==> src/rtl/exc_ctrl_if.sv <==
// Handshake/bus bundle between the MEM stage, CP0 and the exception sequencer.
// master drives the MEM/CP0/WB/fetch side; slave is the sequencer itself.
interface exc_ctrl_if #(
  parameter int CNT_W = 16
);
  logic              mem_valid_i;
  logic [4:0]        mem_exc_i;
  logic [31:0]       mem_pc_i;
  logic              mem_in_delayslot_i;
  logic [31:0]       cp0_status_i;
  logic [31:0]       cp0_cause_i;
  logic [31:0]       cp0_epc_i;
  logic              wb_cp0_we_i;
  logic [4:0]        wb_cp0_waddr_i;
  logic [31:0]       wb_cp0_data_i;
  logic              if_ready_i;
  logic [31:0]       excepttype_o;
  logic [31:0]       cur_inst_addr_o;
  logic              is_in_delayslot_o;
  logic              flush_o;
  logic              stall_o;
  logic              redirect_valid_o;
  logic [31:0]       new_pc_o;
  logic [CNT_W-1:0]  exc_count_o;

  modport master (
    output mem_valid_i, mem_exc_i, mem_pc_i,
    output mem_in_delayslot_i,
    output cp0_status_i, cp0_cause_i, cp0_epc_i,
    output wb_cp0_we_i, wb_cp0_waddr_i,
    output wb_cp0_data_i, if_ready_i,
    input  excepttype_o, cur_inst_addr_o,
    input  is_in_delayslot_o, flush_o, stall_o,
    input  redirect_valid_o, new_pc_o,
    input  exc_count_o
  );

  modport slave (
    input  mem_valid_i, mem_exc_i, mem_pc_i,
    input  mem_in_delayslot_i,
    input  cp0_status_i, cp0_cause_i, cp0_epc_i,
    input  wb_cp0_we_i, wb_cp0_waddr_i,
    input  wb_cp0_data_i, if_ready_i,
    output excepttype_o, cur_inst_addr_o,
    output is_in_delayslot_o, flush_o, stall_o,
    output redirect_valid_o, new_pc_o,
    output exc_count_o
  );
endinterface

==> src/rtl/exc_ctrl.sv <==
// Exception/interrupt sequencer: arbitrates MEM exception sources,
// pulses the code to CP0, flushes and holds a redirect PC for fetch.
module exc_ctrl #(
  parameter logic [31:0] EXC_VECTOR = 32'h0000_0020,
  parameter int          CNT_W      = 16
) (
  input  logic   clk,
  input  logic   rst,
  exc_ctrl_if.slave bus
);

  typedef enum logic {
    S_IDLE,
    S_REDIR
  } state_e;

  localparam logic [31:0] C_INT  = 32'h1;
  localparam logic [31:0] C_SYS  = 32'h8;
  localparam logic [31:0] C_RI   = 32'ha;
  localparam logic [31:0] C_TRAP = 32'hd;
  localparam logic [31:0] C_OVF  = 32'hc;
  localparam logic [31:0] C_ERET = 32'he;

  state_e           state_q, state_d;
  logic [31:0]      new_pc_q, new_pc_d;
  logic [CNT_W-1:0] cnt_q, cnt_d;

  logic        wb_status;
  logic        wb_cause;
  logic        wb_epc;
  logic [31:0] status_e;
  logic [31:0] cause_e;
  logic [31:0] epc_e;
  logic        irq;
  logic [31:0] code;
  logic        take;

  // In-flight mtc0 in WB overrides the stale CP0 values.
  assign wb_status = bus.wb_cp0_we_i
                   && (bus.wb_cp0_waddr_i == 5'd12);
  assign wb_cause  = bus.wb_cp0_we_i
                   && (bus.wb_cp0_waddr_i == 5'd13);
  assign wb_epc    = bus.wb_cp0_we_i
                   && (bus.wb_cp0_waddr_i == 5'd14);

  assign status_e = wb_status ? bus.wb_cp0_data_i
                              : bus.cp0_status_i;
  assign cause_e  = wb_cause
                  ? {bus.cp0_cause_i[31:10],
                     bus.wb_cp0_data_i[9:8],
                     bus.cp0_cause_i[7:0]}
                  : bus.cp0_cause_i;
  assign epc_e    = wb_epc ? bus.wb_cp0_data_i
                           : bus.cp0_epc_i;

  assign irq = status_e[0] && !status_e[1]
            && ((cause_e[15:8] & status_e[15:8]) != 8'h0);

  always_comb begin
    code = 32'h0;
    if (irq)                   code = C_INT;
    else if (bus.mem_exc_i[0]) code = C_SYS;
    else if (bus.mem_exc_i[1]) code = C_RI;
    else if (bus.mem_exc_i[2]) code = C_TRAP;
    else if (bus.mem_exc_i[3]) code = C_OVF;
    else if (bus.mem_exc_i[4]) code = C_ERET;
  end

  // rst gating keeps the combinational pulse quiet during reset.
  assign take = rst
             && (state_q == S_IDLE)
             && bus.mem_valid_i
             && (code != 32'h0);

  always_comb begin
    state_d  = state_q;
    new_pc_d = new_pc_q;
    cnt_d    = cnt_q;
    unique case (state_q)
      S_IDLE: begin
        if (take) begin
          state_d  = S_REDIR;
          new_pc_d = (code == C_ERET) ? epc_e
                                      : EXC_VECTOR;
          if ((code != C_ERET) && (cnt_q != '1))
            cnt_d = cnt_q + 1'b1;
        end
      end
      S_REDIR: begin
        if (bus.if_ready_i)
          state_d = S_IDLE;
      end
      default: state_d = S_IDLE;
    endcase
  end

  always_ff @(posedge clk or negedge rst) begin
    if (!rst) begin
      state_q  <= S_IDLE;
      new_pc_q <= 32'h0;
      cnt_q    <= '0;
    end else begin
      state_q  <= state_d;
      new_pc_q <= new_pc_d;
      cnt_q    <= cnt_d;
    end
  end

  assign bus.excepttype_o      = take ? code : 32'h0;
  assign bus.flush_o           = take;
  assign bus.cur_inst_addr_o   = bus.mem_pc_i;
  assign bus.is_in_delayslot_o = bus.mem_in_delayslot_i;
  assign bus.redirect_valid_o  = (state_q == S_REDIR);
  assign bus.stall_o           = (state_q == S_REDIR);
  assign bus.new_pc_o          = new_pc_q;
  assign bus.exc_count_o       = cnt_q;

endmodule

==> src/flat_wrapper.sv <==
// flat-port wrapper written by rule: the top's interface ports become plain ports
module exc_ctrl_flat 
#(
  parameter logic [31:0] EXC_VECTOR = 32'h0000_0020,
  parameter int          CNT_W      = 16
)
  (clk, rst, bus_mem_valid_i, bus_mem_exc_i, bus_mem_pc_i, bus_mem_in_delayslot_i, bus_cp0_status_i, bus_cp0_cause_i, bus_cp0_epc_i, bus_wb_cp0_we_i, bus_wb_cp0_waddr_i, bus_wb_cp0_data_i, bus_if_ready_i, bus_excepttype_o, bus_cur_inst_addr_o, bus_is_in_delayslot_o, bus_flush_o, bus_stall_o, bus_redirect_valid_o, bus_new_pc_o, bus_exc_count_o);
  exc_ctrl_if #(.CNT_W(CNT_W)) bus_i ();
  input  logic clk;
  input  logic rst;
  input wire logic [$bits(bus_i.mem_valid_i)-1:0] bus_mem_valid_i;
  input wire logic [$bits(bus_i.mem_exc_i)-1:0] bus_mem_exc_i;
  input wire logic [$bits(bus_i.mem_pc_i)-1:0] bus_mem_pc_i;
  input wire logic [$bits(bus_i.mem_in_delayslot_i)-1:0] bus_mem_in_delayslot_i;
  input wire logic [$bits(bus_i.cp0_status_i)-1:0] bus_cp0_status_i;
  input wire logic [$bits(bus_i.cp0_cause_i)-1:0] bus_cp0_cause_i;
  input wire logic [$bits(bus_i.cp0_epc_i)-1:0] bus_cp0_epc_i;
  input wire logic [$bits(bus_i.wb_cp0_we_i)-1:0] bus_wb_cp0_we_i;
  input wire logic [$bits(bus_i.wb_cp0_waddr_i)-1:0] bus_wb_cp0_waddr_i;
  input wire logic [$bits(bus_i.wb_cp0_data_i)-1:0] bus_wb_cp0_data_i;
  input wire logic [$bits(bus_i.if_ready_i)-1:0] bus_if_ready_i;
  output wire logic [$bits(bus_i.excepttype_o)-1:0] bus_excepttype_o;
  output wire logic [$bits(bus_i.cur_inst_addr_o)-1:0] bus_cur_inst_addr_o;
  output wire logic [$bits(bus_i.is_in_delayslot_o)-1:0] bus_is_in_delayslot_o;
  output wire logic [$bits(bus_i.flush_o)-1:0] bus_flush_o;
  output wire logic [$bits(bus_i.stall_o)-1:0] bus_stall_o;
  output wire logic [$bits(bus_i.redirect_valid_o)-1:0] bus_redirect_valid_o;
  output wire logic [$bits(bus_i.new_pc_o)-1:0] bus_new_pc_o;
  output wire logic [$bits(bus_i.exc_count_o)-1:0] bus_exc_count_o;
  assign bus_i.mem_valid_i = bus_mem_valid_i;
  assign bus_i.mem_exc_i = bus_mem_exc_i;
  assign bus_i.mem_pc_i = bus_mem_pc_i;
  assign bus_i.mem_in_delayslot_i = bus_mem_in_delayslot_i;
  assign bus_i.cp0_status_i = bus_cp0_status_i;
  assign bus_i.cp0_cause_i = bus_cp0_cause_i;
  assign bus_i.cp0_epc_i = bus_cp0_epc_i;
  assign bus_i.wb_cp0_we_i = bus_wb_cp0_we_i;
  assign bus_i.wb_cp0_waddr_i = bus_wb_cp0_waddr_i;
  assign bus_i.wb_cp0_data_i = bus_wb_cp0_data_i;
  assign bus_i.if_ready_i = bus_if_ready_i;
  assign bus_excepttype_o = bus_i.excepttype_o;
  assign bus_cur_inst_addr_o = bus_i.cur_inst_addr_o;
  assign bus_is_in_delayslot_o = bus_i.is_in_delayslot_o;
  assign bus_flush_o = bus_i.flush_o;
  assign bus_stall_o = bus_i.stall_o;
  assign bus_redirect_valid_o = bus_i.redirect_valid_o;
  assign bus_new_pc_o = bus_i.new_pc_o;
  assign bus_exc_count_o = bus_i.exc_count_o;
  exc_ctrl #(.EXC_VECTOR(EXC_VECTOR), .CNT_W(CNT_W)) u_core (.clk(clk), .rst(rst), .bus(bus_i));
endmodule
==> config.mk <==
export PLATFORM = sky130hd
export DESIGN_NAME = exc_ctrl_flat
export DESIGN_NICKNAME = d
export VERILOG_FILES = /design/src/rtl/exc_ctrl_if.sv /design/src/rtl/exc_ctrl.sv /design/src/flat_wrapper.sv
export SDC_FILE = /design/constraint.sdc
export NUM_CORES = 1
export LEC_CHECK = 0
export ABC_AREA = 1
export CELL_PAD_IN_SITES_DETAIL_PLACEMENT = 1
export CELL_PAD_IN_SITES_GLOBAL_PLACEMENT = 2
export CORE_AREA = 10 10 169 171
export CTS_BUF_LIST = sky130_fd_sc_hd__clkbuf_16
export CTS_CLUSTER_DIAMETER = 100
export DETAILED_ROUTE_END_ITERATION = 16
export DIE_AREA = 0 0 179 181
export HOLD_SLACK_MARGIN = 0.12
export PLACE_DENSITY_LB_ADDON = 0.1
export SLEW_MARGIN = 0
export SYNTH_ARGS = -nofsm -noshare
export SYNTH_HDL_FRONTEND = slang
export SYNTH_SLANG_ARGS = --single-unit
==> constraint.sdc <==
create_clock -name clk -period 2.3 [get_ports clk]
set_clock_uncertainty 0.2 [all_clocks]
set_input_delay 0.575 -clock clk [delete_from_list [all_inputs] [get_ports clk]]
set_output_delay 0.575 -clock clk [all_outputs]
set_load 0.1 [all_outputs]
# Word level (Yosys, flattened, before mapping)
# Cells that the tools add are included.
[word_totals] reg_bits=49 input_bits=176 output_inout_bits=116 elab_cells=40
[classes] n_addsub=1 n_eq_ne=6 n_mux=14 bitwise=2 n_reduce_logical=14
[op_table] operator="$mux W32" n=8
[op_table] operator="$eq A32 B4 Y1 const B" n=1
[op_table] operator="$ne A32 B4 Y1 const B" n=1
[op_table] operator="$reduce_bool A32 Y1" n=1
[op_table] operator="$add A16 B1 Y16 const B" n=1
[op_table] operator="$mux W16" n=1
[op_table] operator="$ne A16 B16 Y1 const B" n=1
[op_table] operator="$eq A5 B4 Y1 const B" n=3
[op_table] operator="$mux W10" n=1
[op_table] operator="$logic_and A1 B1 Y1" n=9
[op_table] operator="$and A8 B8 Y8" n=1
[op_table] operator="$reduce_bool A8 Y1" n=1
[op_table] operator="$mux W4" n=1
[op_table] operator="$reduce_and A3 Y1" n=1
[op_table] operator="$mux W1" n=2
[op_table] operator="$pmux W1 S2" n=1
[op_table] operator="$reduce_and A2 Y1" n=1
[op_table] operator="$logic_not A1 Y1" n=1
[op_table] operator="$not A1 Y1" n=1

# Depth between registers and ports, before layout
[depth] word_depth=11 mapped_depth=17 ltp_nobuf=16

# Worst setup path after synthesis
# No wires, ideal clock.
[synth_path] kind="input -> output" start="in bus_wb_cp0_waddr_i[3]" end="out bus_excepttype_o[1]" t_arrival_ns=4.211 t_required_ns=1.525 path_slack_ns=-2.686 cell_stages=10 n_path_buf=0 cell_sequence="nand2_1 > nor2_4 > nand3_1 > nand3_1 > nand2_1 > nor2_1 > nand2_1 > a21oi_1 > inv_1 > nor2_1"
[synth_via] elab_chain_len=10 word_cells_on_any_way=15 classes_between="eq/ne (2); mux (4); bitwise (1); reduce/logical (8)"
[synth_lines] item="from (decl)" line="flat_wrapper.sv:19" text="input wire logic [$bits(bus_i.wb_cp0_waddr_i)-1:0] bus_wb_cp0_waddr_i;"
[synth_lines] item="$eq A5 B4 Y1 (on tied branches)" line="exc_ctrl.sv:42, exc_ctrl.sv:40"
[synth_lines] item="$logic_and A1 B1 Y1 (on tied branches)" line="exc_ctrl.sv:42, exc_ctrl.sv:40"
[synth_lines] item="$mux W10 or $mux W16 (tied branches)" line="exc_ctrl.sv:49, exc_ctrl.sv:46"
[synth_lines] item="$and A8 B8 Y8 or $logic_not A1 Y1 (tied branches)" line="exc_ctrl.sv:57, exc_ctrl.sv:56"
[synth_lines] item="$reduce_bool A8 Y1 or $logic_and A1 B1 Y1 (tied branches)" line="exc_ctrl.sv:57, exc_ctrl.sv:56"
[synth_lines] item="$logic_and A1 B1 Y1 (*)" line="exc_ctrl.sv:57" text="&& ((cause_e[15:8] & status_e[15:8]) != 8'h0);"
[synth_lines] item="$mux W32 (*)" line="exc_ctrl.sv:61" text="if (irq) code = C_INT;"
[synth_lines] item="$reduce_bool A32 Y1" line="exc_ctrl.sv:73" text="&& (code != 32'h0);"
[synth_lines] item="$logic_and A1 B1 Y1" line="exc_ctrl.sv:73"
[synth_lines] item="$mux W32 (*)" line="exc_ctrl.sv:109" text="assign bus.excepttype_o = take ? code : 32'h0;"
[synth_lines] item="to (decl)" line="flat_wrapper.sv:22" text="output wire logic [$bits(bus_i.excepttype_o)-1:0] bus_excepttype_o;"
# Every way passes the cells marked *; elsewhere a longest branch is shown, timed or not.

# Worst setup path after layout
[layout_path] start="in bus_wb_cp0_waddr_i[0]" end="out bus_excepttype_o[2]"
# The elaborated chain is that of the path after synthesis.

==> qor.txt <==
# port buffers: 151
CTS tree: built
RSZ-0062 raised after global routing: yes
period utilization: 1.219
routed len/inst: 17.72 µm
CP endpoint kind: output port
Setup CP Type: in -> out
nets: 818
startpoint types: input pin
Vias: 3601
I/O pin total: 292
RD Place Congestion: 0.7421
sequential fraction of the synthesis area: 0.3524
number of CTS-inserted buffers: 5
status: finished with violations
die area: 32400 µm²
H-tree Lvls: 2
DRC viols: 0
Avg Cell Area, Syn: 7.499 µm²
highest-count cells in the layout ignoring fill and taps: nand2_1, clkdlybuf4s50_1, buf_4
critical-path maximum fanout: 6
pre-CTS WS: -1.092 ns
Root Buffer: clkbuf_16
leading cell type in the layout, fill and taps excluded: nand2_1
synthesized cell area: 3480 µm²
clock latency on the worst-skew pair: 0.30 ns
Worst EP required: 1.52 ns
fin area: 6352 µm²
Setup-failing EPs final: 54
clock buffer depth: 2
Hold Vio Cnt, Final: 0
#FFs+latches synth: 49
Initial DRT Pass Iterations: 4
final count of pins violating max slew: 0
largest net degree at the start of global routing: 27
layout cells sized above 1: 0.3536
die width: 179 µm
Max VDD drop: 0.7582 mV
area delta synth->final: 82.56%
WP data arrival: 2.03 ns
setup TNS: -12.39 ns
initial antenna violation count: 0
Register Area: 1247 µm²
die height: 181 µm
Netlist cell types: 25
first-iteration detailed-routing DRC count: 121
vias per cell: 3.705
final core occ: 0.2537
setup slack after layout: -0.5030 ns
overall global routing resource usage: 0.1035
leak pwr: 3.101 nW
Filler Cell Count: 2943
fmax: 356.8 MHz
Core ar.: 25040 µm²
min cycle time layout: 2.803 ns
Yosys warning count: 0
Multi-input gate area: 1817 µm²
first-pass GRT wire length: 25880 µm
Initial Util: 0.1390
post-DP HPWL: 13000 µm
vias in the first global route: 4186
final antenna-violating net count: 0
# rows: 58
number of max-cap violations: 0
placed cell area: 5698 µm²
Synth Instances: 464
Clock Pin Slew Worst Setup and Hold Paths: 0.07 ns
DRT Wirelength: 17220 µm
TritonCTS sink count: 49
GR Overflow Total: 0
worst hold-check path type: in -> async
PD cells: 541.9 nW/µm²
failing checks: negative setup slack
n_diodes: 0
## kinds of logic (layout without fill, tap and decap cells)
family	Yosys count	count (layout)	share of synthesized area
adders and majority gates	1	1	0.003595
and+or+nand+nor	240	242	0.3013
other	1	28	0.001078
buffers and inverters	121	270	0.2096
AOI/OAI and AO/OA	15	15	0.02230
xor gates and xnor gates	14	14	0.03524
DFF	49	49	0.3524
muxes	23	23	0.07443
## path summary, 6_finish.rpt
kind | startpoint | end | slack (ns) | depth (start not counted)
hold reg to reg | u_core.bus.new_pc_o[16]$_DFFE_PN0P_ | u_core.bus.new_pc_o[16]$_DFFE_PN0P_ | 0.29 | 2
setup / recovery | bus_wb_cp0_waddr_i[0] | bus_excepttype_o[2] | -0.50 | 12
setup reg to reg | u_core.bus.redirect_valid_o$_DFF_PN0_ | u_core.bus.new_pc_o[5]$_DFFE_PN0P_ | 0.10 | 13
max in group asynchronous | rst | u_core.bus.exc_count_o[0]$_DFFE_PN0P_ | 0.94 | 3
min in group clk | u_core.bus.new_pc_o[16]$_DFFE_PN0P_ | u_core.bus.new_pc_o[16]$_DFFE_PN0P_ | 0.29 | 2
hold / removal | rst | u_core.bus.new_pc_o[20]$_DFFE_PN0P_ | 0.20 | 2
## routing by layer
metal  vias up  track usage  routed length [µm]
li1       1745            -                   -
met1      1717       0.1238                7343
met2       124       0.1767                8550
met3        15      0.03148                1164
met4         0      0.02283                 165
met5         -            0                   0
## area by class of cell
cell class | instances | area share
clock inverter | 3 | 0.002758
timing repair buffer | 220 | 0.3998
tap | 330 | 0.06500
multi-input combinational | 323 | 0.2860
sequential | 49 | 0.1964
inverter | 42 | 0.03033
clock buffer | 5 | 0.01970
## where the power goes
| group | internal (mW) | switching [mW] | leakage (nW) |
|---|---|---|---|
| sequential | 0.932 | 0.0810 | 0.653 |
| clock | 0.403 | 0.365 | 0.0754 |
| combinational | 0.607 | 1.05 | 2.37 |
| total | 1.94 | 1.50 | 3.10 |
## critical path: stages
cell and delay (ns):
buf_6 0.10, nor2_4 0.18, buf_6 0.14, nand3_4 0.08, buf_6 0.14, nand3b_1 0.09, o31ai_2 0.09, buf_4 0.14
a21oi_4 0.13, inv_2 0.08, nor2_4 0.10, buf_12 0.18
## registers in the layout, summed over array words and instances, names as in the netlist
register and count:
u_core.bus.redirect_valid_o 1, u_core.bus.new_pc_o 32, u_core.bus.exc_count_o 16
## synthesized netlist by cell type
cell        n  area [µm²]
a21oi_1     2       10.01
buf_2       7       35.03
buf_4      65       488.0
buf_6       3       33.78
clkbuf_1    4       15.01
conb_1      1       3.750
dfrtp_1    49        1226
ha_1        1       12.51
inv_1      40       150.1
inv_2       2       7.510
mux2_2     23       259.0
nand2_1   140       525.5
nand2_2     2       12.51
nand3_1    70       350.3
nand3_4     1       17.52
nand3b_1    1       7.510
nand4_1     5       31.28
nor2_1     12       45.04
nor2_4      2       22.52
nor3_1      6       30.03
nor4_1      1       6.260
o21ai_0    12       60.06
o31ai_1     1       7.510
xnor2_1     5       43.79
xor2_1      9       78.83
## metrics by stage
stage	hold slack, ns	total power, mW	cells
after global routing	0.2177	3.631	972
after global placement	0.2593	2.559	935
final	0.2050	3.442	972
after floorplan	0.07941	2.241	491
after detailed placement	0.2717	2.562	935
after CTS	0.2106	3.444	959
## what timing repair did
action,CTS,global route
pin swaps,22,29
gates resized for setup,64,37
setup endpoints to repair,54,54
buffers inserted,11,11
gates cloned,5,2
hold buffers,0,0
No activity file was read; power rests on OpenSTA's default activity.
